`config.mk`:
```
export PLATFORM = sky130hd
export DESIGN_NAME = sprite_engine
export DESIGN_NICKNAME = d
export VERILOG_FILES = /design/src/rtl/sprite_pkg.sv /design/src/rtl/sprite_engine_edge_step.sv /design/src/rtl/sprite_engine.sv
export SDC_FILE = /design/constraint.sdc
export NUM_CORES = 1
export LEC_CHECK = 0
export ABC_AREA = 1
export CAP_MARGIN = 15
export CORE_MARGIN = 4
export CORE_UTILIZATION = 40
export CTS_CLUSTER_SIZE = 40
export DETAILED_ROUTE_END_ITERATION = 6
export GPL_TIMING_DRIVEN = 0
export PLACE_DENSITY = 0.68
export SETUP_SLACK_MARGIN = 0.15
export SLEW_MARGIN = 10
export SYNTH_ARGS = -nofsm -noshare
export SYNTH_HDL_FRONTEND = slang
export SYNTH_SLANG_ARGS = --single-unit
```
`constraint.sdc`:
```
create_clock -name clk -period 2.29 [get_ports clk]
set_input_delay 0.458 -clock clk [delete_from_list [all_inputs] [get_ports clk]]
set_output_delay 0.458 -clock clk [all_outputs]
set_load 0.1 [all_outputs]
```
`src/rtl/sprite_pkg.sv`:
```
// Shared types and constants for the sprite mover/renderer.
package sprite_pkg;

  // Controller states: idle, erasing the old footprint, drawing the new one.
  typedef enum logic [1:0] {
    S_IDLE  = 2'd0,
    S_ERASE = 2'd1,
    S_DRAW  = 2'd2
  } state_e;

  // Bit positions inside the 4-bit direction request.
  localparam int DIR_RIGHT = 0;
  localparam int DIR_UP    = 1;
  localparam int DIR_DOWN  = 2;
  localparam int DIR_LEFT  = 3;

  // Width of a pixel-counter axis; a 1-pixel sprite still needs one bit.
  function automatic int cnt_width(input int size);
    return (size > 1) ? $clog2(size) : 1;
  endfunction

endpackage

```
`src/rtl/sprite_engine_edge_step.sv`:
```
// One axis of sprite movement: applies -STEP/0/+STEP to the current
// top-left coordinate and then clamps or wraps it so the whole sprite
// stays on screen. hit_o flags that the edge rule changed the result.
module edge_step #(
  parameter int W         = 8,
  parameter int MAX       = 159,
  parameter int SIZE      = 4,
  parameter int STEP      = 1,
  parameter int EDGE_MODE = 0
) (
  input  logic [W-1:0] pos_i,
  input  logic         inc_i,
  input  logic         dec_i,
  output logic [W-1:0] nxt_o,
  output logic         hit_o
);

  // Last legal top-left coordinate and the wrap period (number of legal positions).
  localparam int                LIM    = MAX - SIZE + 1;
  localparam logic signed [W:0] LIM_S  = (W+1)'(LIM);
  localparam logic signed [W:0] SPAN_S = (W+1)'(LIM + 1);
  localparam logic signed [W:0] STEP_S = (W+1)'(STEP);

  logic signed [W:0] sum;
  logic signed [W:0] adj;

  // Signed one-bit-wider arithmetic so a step below zero is visible as negative.
  always_comb begin
    // NOTE: every combinational output gets a default first, so no path
    // through the block leaves a value unassigned and infers a latch.
    sum   = $signed({1'b0, pos_i});
    adj   = '0;
    hit_o = 1'b0;
    // Opposite requests on the same axis cancel.
    if (inc_i && !dec_i) begin
      sum = sum + STEP_S;
    end else if (dec_i && !inc_i) begin
      sum = sum - STEP_S;
    end
    adj = sum;
    if (sum > LIM_S) begin
      hit_o = 1'b1;
      adj   = (EDGE_MODE != 0) ? (sum - SPAN_S) : LIM_S;
    end else if (sum[W]) begin
      hit_o = 1'b1;
      adj   = (EDGE_MODE != 0) ? (sum + SPAN_S) : '0;
    end
    nxt_o = adj[W-1:0];
  end

endmodule

```
`src/rtl/sprite_engine.sv`:
```
// Sprite mover/renderer: on a tick or load it erases the sprite's old
// footprint in bg_colour, moves it, and redraws it in fg_colour, emitting
// one pixel per accepted plot/plot_ready handshake.
module sprite_engine
  import sprite_pkg::*;
#(
  parameter int X_W       = 8,
  parameter int Y_W       = 7,
  parameter int SIZE      = 4,
  parameter int X_MAX     = 159,
  parameter int Y_MAX     = 119,
  parameter int STEP      = 1,
  parameter int EDGE_MODE = 0,
  parameter int INIT_X    = 0,
  parameter int INIT_Y    = 0,
  parameter int C_W       = 3
) (
  input  logic           clk,
  input  logic           reset,
  input  logic           tick,
  input  logic [3:0]     dir,
  input  logic           load,
  input  logic [X_W-1:0] load_x,
  input  logic [Y_W-1:0] load_y,
  input  logic [C_W-1:0] fg_colour,
  input  logic [C_W-1:0] bg_colour,
  output logic           plot,
  input  logic           plot_ready,
  output logic [X_W-1:0] plot_x,
  output logic [Y_W-1:0] plot_y,
  output logic [C_W-1:0] plot_colour,
  output logic           busy,
  output logic [X_W-1:0] pos_x,
  output logic [Y_W-1:0] pos_y,
  output logic           edge_hit
);

  localparam int             CNT_W  = cnt_width(SIZE);
  localparam logic [CNT_W-1:0] LAST = CNT_W'(SIZE - 1);
  localparam logic [X_W-1:0] X_LIM  = X_W'(X_MAX - SIZE + 1);
  localparam logic [Y_W-1:0] Y_LIM  = Y_W'(Y_MAX - SIZE + 1);
  localparam logic [X_W-1:0] X_INIT = X_W'(INIT_X);
  localparam logic [Y_W-1:0] Y_INIT = Y_W'(INIT_Y);

  state_e           state_q, state_d;
  logic [X_W-1:0]   pos_x_q, pos_x_d;
  logic [Y_W-1:0]   pos_y_q, pos_y_d;
  logic [X_W-1:0]   nxt_x_q, nxt_x_d;
  logic [Y_W-1:0]   nxt_y_q, nxt_y_d;
  logic [CNT_W-1:0] col_q, col_d;
  logic [CNT_W-1:0] row_q, row_d;
  logic             init_pending_q, init_pending_d;
  logic             edge_hit_q, edge_hit_d;

  logic [X_W-1:0]   step_x;
  logic [Y_W-1:0]   step_y;
  logic             hit_x, hit_y;
  logic [X_W-1:0]   load_x_cl;
  logic [Y_W-1:0]   load_y_cl;
  logic             accept;
  logic             last_pix;

  // Candidate positions for a tick, computed from the live dir request.
  edge_step #(
    .W(X_W), .MAX(X_MAX), .SIZE(SIZE), .STEP(STEP), .EDGE_MODE(EDGE_MODE)
  ) u_step_x (
    .pos_i (pos_x_q),
    .inc_i (dir[DIR_RIGHT]),
    .dec_i (dir[DIR_LEFT]),
    .nxt_o (step_x),
    .hit_o (hit_x)
  );

  edge_step #(
    .W(Y_W), .MAX(Y_MAX), .SIZE(SIZE), .STEP(STEP), .EDGE_MODE(EDGE_MODE)
  ) u_step_y (
    .pos_i (pos_y_q),
    .inc_i (dir[DIR_DOWN]),
    .dec_i (dir[DIR_UP]),
    .nxt_o (step_y),
    .hit_o (hit_y)
  );

  // A relocation request is always pulled fully on screen.
  assign load_x_cl = (load_x > X_LIM) ? X_LIM : load_x;
  assign load_y_cl = (load_y > Y_LIM) ? Y_LIM : load_y;

  // Pixel handshake and sweep bookkeeping.
  assign busy     = (state_q != S_IDLE);
  assign plot     = busy;
  assign accept   = plot && plot_ready;
  assign last_pix = (col_q == LAST) && (row_q == LAST);

  // During ERASE pos still holds the old position; it moves only at the
  // ERASE->DRAW boundary, so both phases share the same base.
  assign plot_x   = pos_x_q + X_W'(col_q);
  assign plot_y   = pos_y_q + Y_W'(row_q);
  assign pos_x    = pos_x_q;
  assign pos_y    = pos_y_q;
  assign edge_hit = edge_hit_q;

  // Pixel colour follows the phase; colour inputs are used live.
  always_comb begin
    plot_colour = '0;
    case (state_q)
      S_ERASE: plot_colour = bg_colour;
      S_DRAW:  plot_colour = fg_colour;
      default: plot_colour = '0;
    endcase
  end

  // Controller: event priority in IDLE, raster sweep in ERASE/DRAW.
  always_comb begin
    state_d        = state_q;
    pos_x_d        = pos_x_q;
    pos_y_d        = pos_y_q;
    nxt_x_d        = nxt_x_q;
    nxt_y_d        = nxt_y_q;
    col_d          = col_q;
    row_d          = row_q;
    init_pending_d = init_pending_q;
    edge_hit_d     = 1'b0;

    case (state_q)
      S_IDLE: begin
        if (init_pending_q) begin
          // First paint after reset: nothing to erase yet.
          init_pending_d = 1'b0;
          state_d        = S_DRAW;
        end else if (load) begin
          nxt_x_d = load_x_cl;
          nxt_y_d = load_y_cl;
          state_d = S_ERASE;
        end else if (tick) begin
          // A clamped move may land where it started: report the edge but
          // skip the redraw.
          nxt_x_d    = step_x;
          nxt_y_d    = step_y;
          edge_hit_d = hit_x || hit_y;
          if ((step_x != pos_x_q) || (step_y != pos_y_q)) begin
            state_d = S_ERASE;
          end
        end
      end

      S_ERASE, S_DRAW: begin
        if (accept) begin
          if (last_pix) begin
            col_d = '0;
            row_d = '0;
            if (state_q == S_ERASE) begin
              pos_x_d = nxt_x_q;
              pos_y_d = nxt_y_q;
              state_d = S_DRAW;
            end else begin
              state_d = S_IDLE;
            end
          end else if (col_q == LAST) begin
            col_d = '0;
            row_d = row_q + 1'b1;
          end else begin
            col_d = col_q + 1'b1;
          end
        end
      end

      default: state_d = S_IDLE;
    endcase
  end

  // State registers with synchronous active-high reset.
  always_ff @(posedge clk) begin
    // NOTE: sequential state is assigned with <= so every register samples
    // its pre-edge value, independent of statement order.
    if (reset) begin
      state_q        <= S_IDLE;
      pos_x_q        <= X_INIT;
      pos_y_q        <= Y_INIT;
      nxt_x_q        <= X_INIT;
      nxt_y_q        <= Y_INIT;
      col_q          <= '0;
      row_q          <= '0;
      init_pending_q <= 1'b1;
      edge_hit_q     <= 1'b0;
    end else begin
      state_q        <= state_d;
      pos_x_q        <= pos_x_d;
      pos_y_q        <= pos_y_d;
      nxt_x_q        <= nxt_x_d;
      nxt_y_q        <= nxt_y_d;
      col_q          <= col_d;
      row_q          <= row_d;
      init_pending_q <= init_pending_d;
      edge_hit_q     <= edge_hit_d;
    end
  end

endmodule

```
== Yosys cells after proc, flatten, opt, wreduce, memory -nomap -nowiden ==
Cells that the tools add are included.

* Word-level logic and storage cells: 88
* Flip-flop bits (word level): 38
* Input port bits: 30

* Magnitude comparators: 4
* Add/sub/neg operators: 8
* Muxes and demuxes: 31
* Equality and inequality tests: 10
* Bitwise gates (word level): 3
* Reductions and logical operators: 23

{| class="wikitable"
|+ Operators by type and width
! operator !! number
|-
| $mux 8 || 7
|-
| $mux 7 || 5
|-
| $mux 2 || 11
|-
| $mux 9 || 2
|-
| $gt 8x8->1 const B || 2
|-
| $add 8x1->9 const B || 1
|-
| $gt 9x9->1 const B || 1
|-
| $sub 8x1->9 const B || 1
|-
| $add 7x1->8 const B || 1
|-
| $add 8x2->8 || 1
|-
| $ne 4x4->1 const B || 2
|-
| $ne 8x8->1 || 1
|-
| $reduce_and 4->1 || 2
|-
| $sub 7x1->8 const B || 1
|-
| $add 7x2->7 || 1
|-
| $gt 7x7->1 const B || 1
|-
| $ne 7x7->1 || 1
|-
| $eq 2x2->1 const B || 3
|-
| $logic_and 1x1->1 || 6
|-
| $pmux 3 s2 || 1
|-
| $reduce_and 3->1 || 2
|-
| $reduce_bool 2->1 || 3
|-
| $reduce_or 5->1 || 1
|-
| $add 2x1->2 const B || 2
|-
| 10 further kinds || 20
|}

== Longest topological paths before layout ==
* Word-level depth: 13
* Gate-level depth with buffers: 23
* Mapped depth without buffers: 23

== By module ==
From an unflattened synthesis, not the netlist that was laid out.

* Cell total of the unflattened synthesis: 539
* Area total of the unflattened synthesis: 3250.6 um2

{| class="wikitable"
|+ Modules (own cells, without submodules)
! module !! cells each !! instances !! area each (um2) !! sequential area each (um2)
|-
| sprite_engine || 333 || 1 || 2277.2 || 760.7
|-
| edge_step at u_step_x || 118 || 1 || 530.5 || 0.0
|-
| edge_step at u_step_y || 88 || 1 || 442.9 || 0.0
|}

== Least setup slack after synthesis ==
Ideal clock, no wire load.

* Path type: register to output
* Start point: register pos_x_q[1] (netlist: pos_x[1])
* End point: output port plot_x[6]
* Stages on the path, launching flop included: 6
* Data arrival time: 3468 ps
* Data required time: 1832 ps
* Path buffers: 0
* Path slack: -1636 ps
* Cells stage by stage: dfxtp_1 > inv_1 > fa_1 > nor2_1 > nand2_1 > xor2_1

* Cells in the longest elaborated chain, start to end: 1

{| class="wikitable"
|+ RTL lines
! item !! line !! RTL
|-
| start: declaration || sprite_engine.sv:46 || <nowiki>logic [X_W-1:0] pos_x_q, pos_x_d;</nowiki>
|-
| start signal: assignment || sprite_engine.sv:187 || <nowiki>pos_x_q <= pos_x_d;</nowiki>
|-
| $add 8x2->8 || sprite_engine.sv:96 || <nowiki>assign plot_x = pos_x_q + X_W'(col_q);</nowiki>
|-
| end: declaration || sprite_engine.sv:29 || <nowiki>output logic [X_W-1:0] plot_x,</nowiki>
|}

Every way passes these cells.

== Worst setup path in the final report ==
* Start point: register pos_x_q[0] (netlist: pos_x[0])
* End point: output port plot_x[4]

The elaborated chain is that of the path after synthesis.

==> results.yml <==
run_status:
  outcome: "complete, but fails checks"
  violations: "setup timing"
final_layout:
  layout.nets: 635
  final_core_util: 0.691
  drive_gt1_frac: 0.377
  final_cells: 688
  syn_to_final_growth_pct: 67.4
  n_antenna_cell: 0
worst_setup_path:
  startpoint_type: "flip-flop"
  cp_common_cell: "buf_12"
  criticalPathCategory: "flip-flop to primary output"
  arrival_ns: 2.04
  required_ns: 1.83
  critical_path.top_delay_family: "adder cells"
  slowest_stage: "dfxtp_4"
  worst-path-buf-inv: 4
  worstPathCellList: "buf_6, ha_4, inv_2, fa_2, nor2_4, buf_12, xor2_4, buf_12"
  crit_path_end_kind: "primary output"
  path_max_fanout: 5
  cpPeakStageDelay_ns: 0.41
logic_synthesis:
  netlist_area_um2: 2990
  ys_async_sr_fraction: 0
  synth_cell_type_count: 35
  synth-seq-area-share: 0.254
  synth_ff_type: "dfxtp_1"
  synthCells: 480
  synth_edf_count: 0
  synth_nets: 527
  yosysWarnings: 0
  ys_ff_latch: 38
  synth.avg_cell_area_um2: 6.23
grt:
  antenna_found_initial: 0
  grt_overflow: 0
  grt_max_degree: 12
  grt_pass1_wl_mm: 16.5
  track_usage: 0.230
  grt_pass1_vias: 3462
detailed_routing:
  vias_per_cell: 5.35
  drcViolationCount: 0
  drt-total-wl_mm: 10.4
  vias: 3680
  wl_per_cell_um: 15.1
  antenna_left: 0
  drt-initial-drc-count: 280
  first_pass_iters: 6
cts:
  root_buffer: "clkbuf_8"
  clk_latency_ns: 0.29
  numCtsBuffers: 5
  cts_tree: "yes"
  htreeDepth: 2
  clk_path_buf_depth: 2
  ctsHoldBuffers: 0
  clock_sinks: 38
  clk_pin_slew_ns: 0.08
power_and_ir_drop:
  power_density_nw_per_um2: 500
  p_total_w: 0.00250
  peakVddDrop_uv: 381
  leakage_nw: 2.19
floorplanning:
  floorplan.initialDensity: 0.412
  core-area_um2: 7250
  io_pins: 66
  num_rows: 31
  die_y_um: 94.5
  fp.dieW_um: 94.5
  die_area_um2: 8930
timing:
  min_period_over_period: 1.09
  finalSetupViolations: 9
  fin_worst_skew_ns: 0.00568
  fmax_mhz: 400
  worst_pin_slew_ns: 0.963
  final_max_slew_viol_count: 0
  finalSetupTns_ns: -0.724
  setup_ws_ns: -0.211
  hold_viol: 0
  grt_setup_unrepaired: "true"
  period_needed_ns: 2.50
  relSlewSlack: 0.357
placed_design:
  pre_cts_ws_ns: -0.845
  post-dp-hpwl_mm: 7.35
  gp_congestion: 0.885
  io_buffer_count: 64
  place_inst: 643
hold_path:
  min_path_type: "flip-flop to flip-flop"
job:
  max-cap-violations: 0
## state kept, by name, indices dropped and copies added (netlist names)
name,flops
col_q,2
edge_hit,1
init_pending_q,1
nxt_x_q,8
nxt_y_q,7
pos_x,8
pos_y,7
row_q,2
state_q,2
## per-stage QoR
step / hold WS, ns / cell area [um2]
floorplan: 0.441 / 3420
global placement: 0.452 / 4180
detailed placement: 0.455 / 4180
CTS: 0.467 / 4610
global route: 0.490 / 5010
finish: 0.467 / 5010
## final cells by class
type,count,area [um2]
inverters,58,270
well taps,99,124
plain buffers,14,76.3
flip-flops and latches,38,820
repair buffers,100,1060
multi-input cells,371,2570
clock inverters,1,5.00
clock buffers,7,86.3
fillers,611,2240
## synth_stat cells, types with 2 or more instances
| cell type | count | area share |
|---|---|---|
| dfxtp_1 | 38 | 0.25 |
| o21ai_1 | 6 | 0.010 |
| buf_4 | 3 | 0.0075 |
| nand3_1 | 44 | 0.074 |
| nand2_1 | 119 | 0.15 |
| xnor2_1 | 2 | 0.0059 |
| xor2_1 | 11 | 0.032 |
| nand2_2 | 7 | 0.015 |
| ha_1 | 15 | 0.063 |
| nand4_1 | 5 | 0.010 |
| nor2_2 | 7 | 0.015 |
| clkbuf_1 | 11 | 0.014 |
| o21ai_2 | 2 | 0.0059 |
| inv_1 | 38 | 0.048 |
| a31oi_1 | 11 | 0.023 |
| a21oi_1 | 47 | 0.079 |
| o21ai_0 | 36 | 0.060 |
| fa_1 | 2 | 0.013 |
| clkinv_1 | 2 | 0.0025 |
| nor3_1 | 3 | 0.0050 |
| nor2_1 | 40 | 0.050 |
| inv_2 | 18 | 0.023 |
## worst register-to-register path, cell delays in order (launching register included)
cell      delay (ns)
dfxtp_4         0.39
inv_6           0.08
ha_4            0.16
nand3_2         0.07
nand2_2         0.09
inv_2           0.04
nor2_2          0.11
nor2_1          0.06
nor2_1          0.11
nand3_1         0.10
nand3_2         0.10
nand2_4         0.08
buf_6           0.14
nand3_1         0.06
nand2_1         0.06
nor2_1          0.10
nand2_1         0.08
o21bai_2        0.13
nand2_2         0.08
nand2_2         0.07
nand2_1         0.05
nand2_1         0.06
nor2_1          0.05
## kinds of logic after synthesis
kind of cell | Yosys count | share of synthesized area
flops | 38 | 0.254
buf+inv | 72 | 0.0941
fa+ha+maj | 17 | 0.0761
compound gates | 107 | 0.192
xor+xnor | 13 | 0.0381
simple gates | 233 | 0.345
## metal layers
layer  vias to the layer above  routed length, um  global-route usage
met5                         -                  0                   0
met4                         0                128              0.0409
met2                       139               5100               0.380
met1                      1719               4550               0.322
met3                        21                606              0.0319
li1                       1801                  -                   -
## final timing paths
check	start	end	slack (ns)	cells after the start
setup reg to reg	pos_x[1]	state_q[1]	-0.08	22
hold / removal	nxt_x_q[7]	nxt_x_q[7]	0.47	2
hold reg to reg	nxt_x_q[7]	nxt_x_q[7]	0.47	2
setup / recovery	pos_x[0]	plot_x[4]	-0.21	8
## power breakdown
part | internal, W | switching, W
clock | 0.000243 | 0.000232
sequential | 0.000737 | 0.0000639
combinational | 0.000381 | 0.000849
## repair_timing
item | 4_1_cts | 5_1_grt
gates resized for setup | 190 | 89
endpoints found under the setup margin | 44 | 30
gates cloned | 1 | 0
buffers inserted | 19 | 17
pin swaps | 23 | 40
## layout by cell type, fill, tap and decap left out, drive strengths merged, types with 2 or more instances in the layout
| cell type | count |
|---|---|
| nor3 | 4 |
| xnor2 | 2 |
| nand2 | 128 |
| a21oi | 47 |
| fa | 2 |
| buf | 57 |
| ha | 15 |
| nand4 | 5 |
| clkbuf | 20 |
| clkinvlp | 4 |
| dlygate4sd2 | 13 |
| inv | 54 |
| o21bai | 2 |
| nand3 | 46 |
| clkdlybuf4s50 | 24 |
| clkdlybuf4s15 | 6 |
| a31oi | 11 |
| nor2 | 47 |
| dfxtp | 38 |
| xor2 | 11 |
| o21ai | 44 |
(Power assumes the default switching activity.)
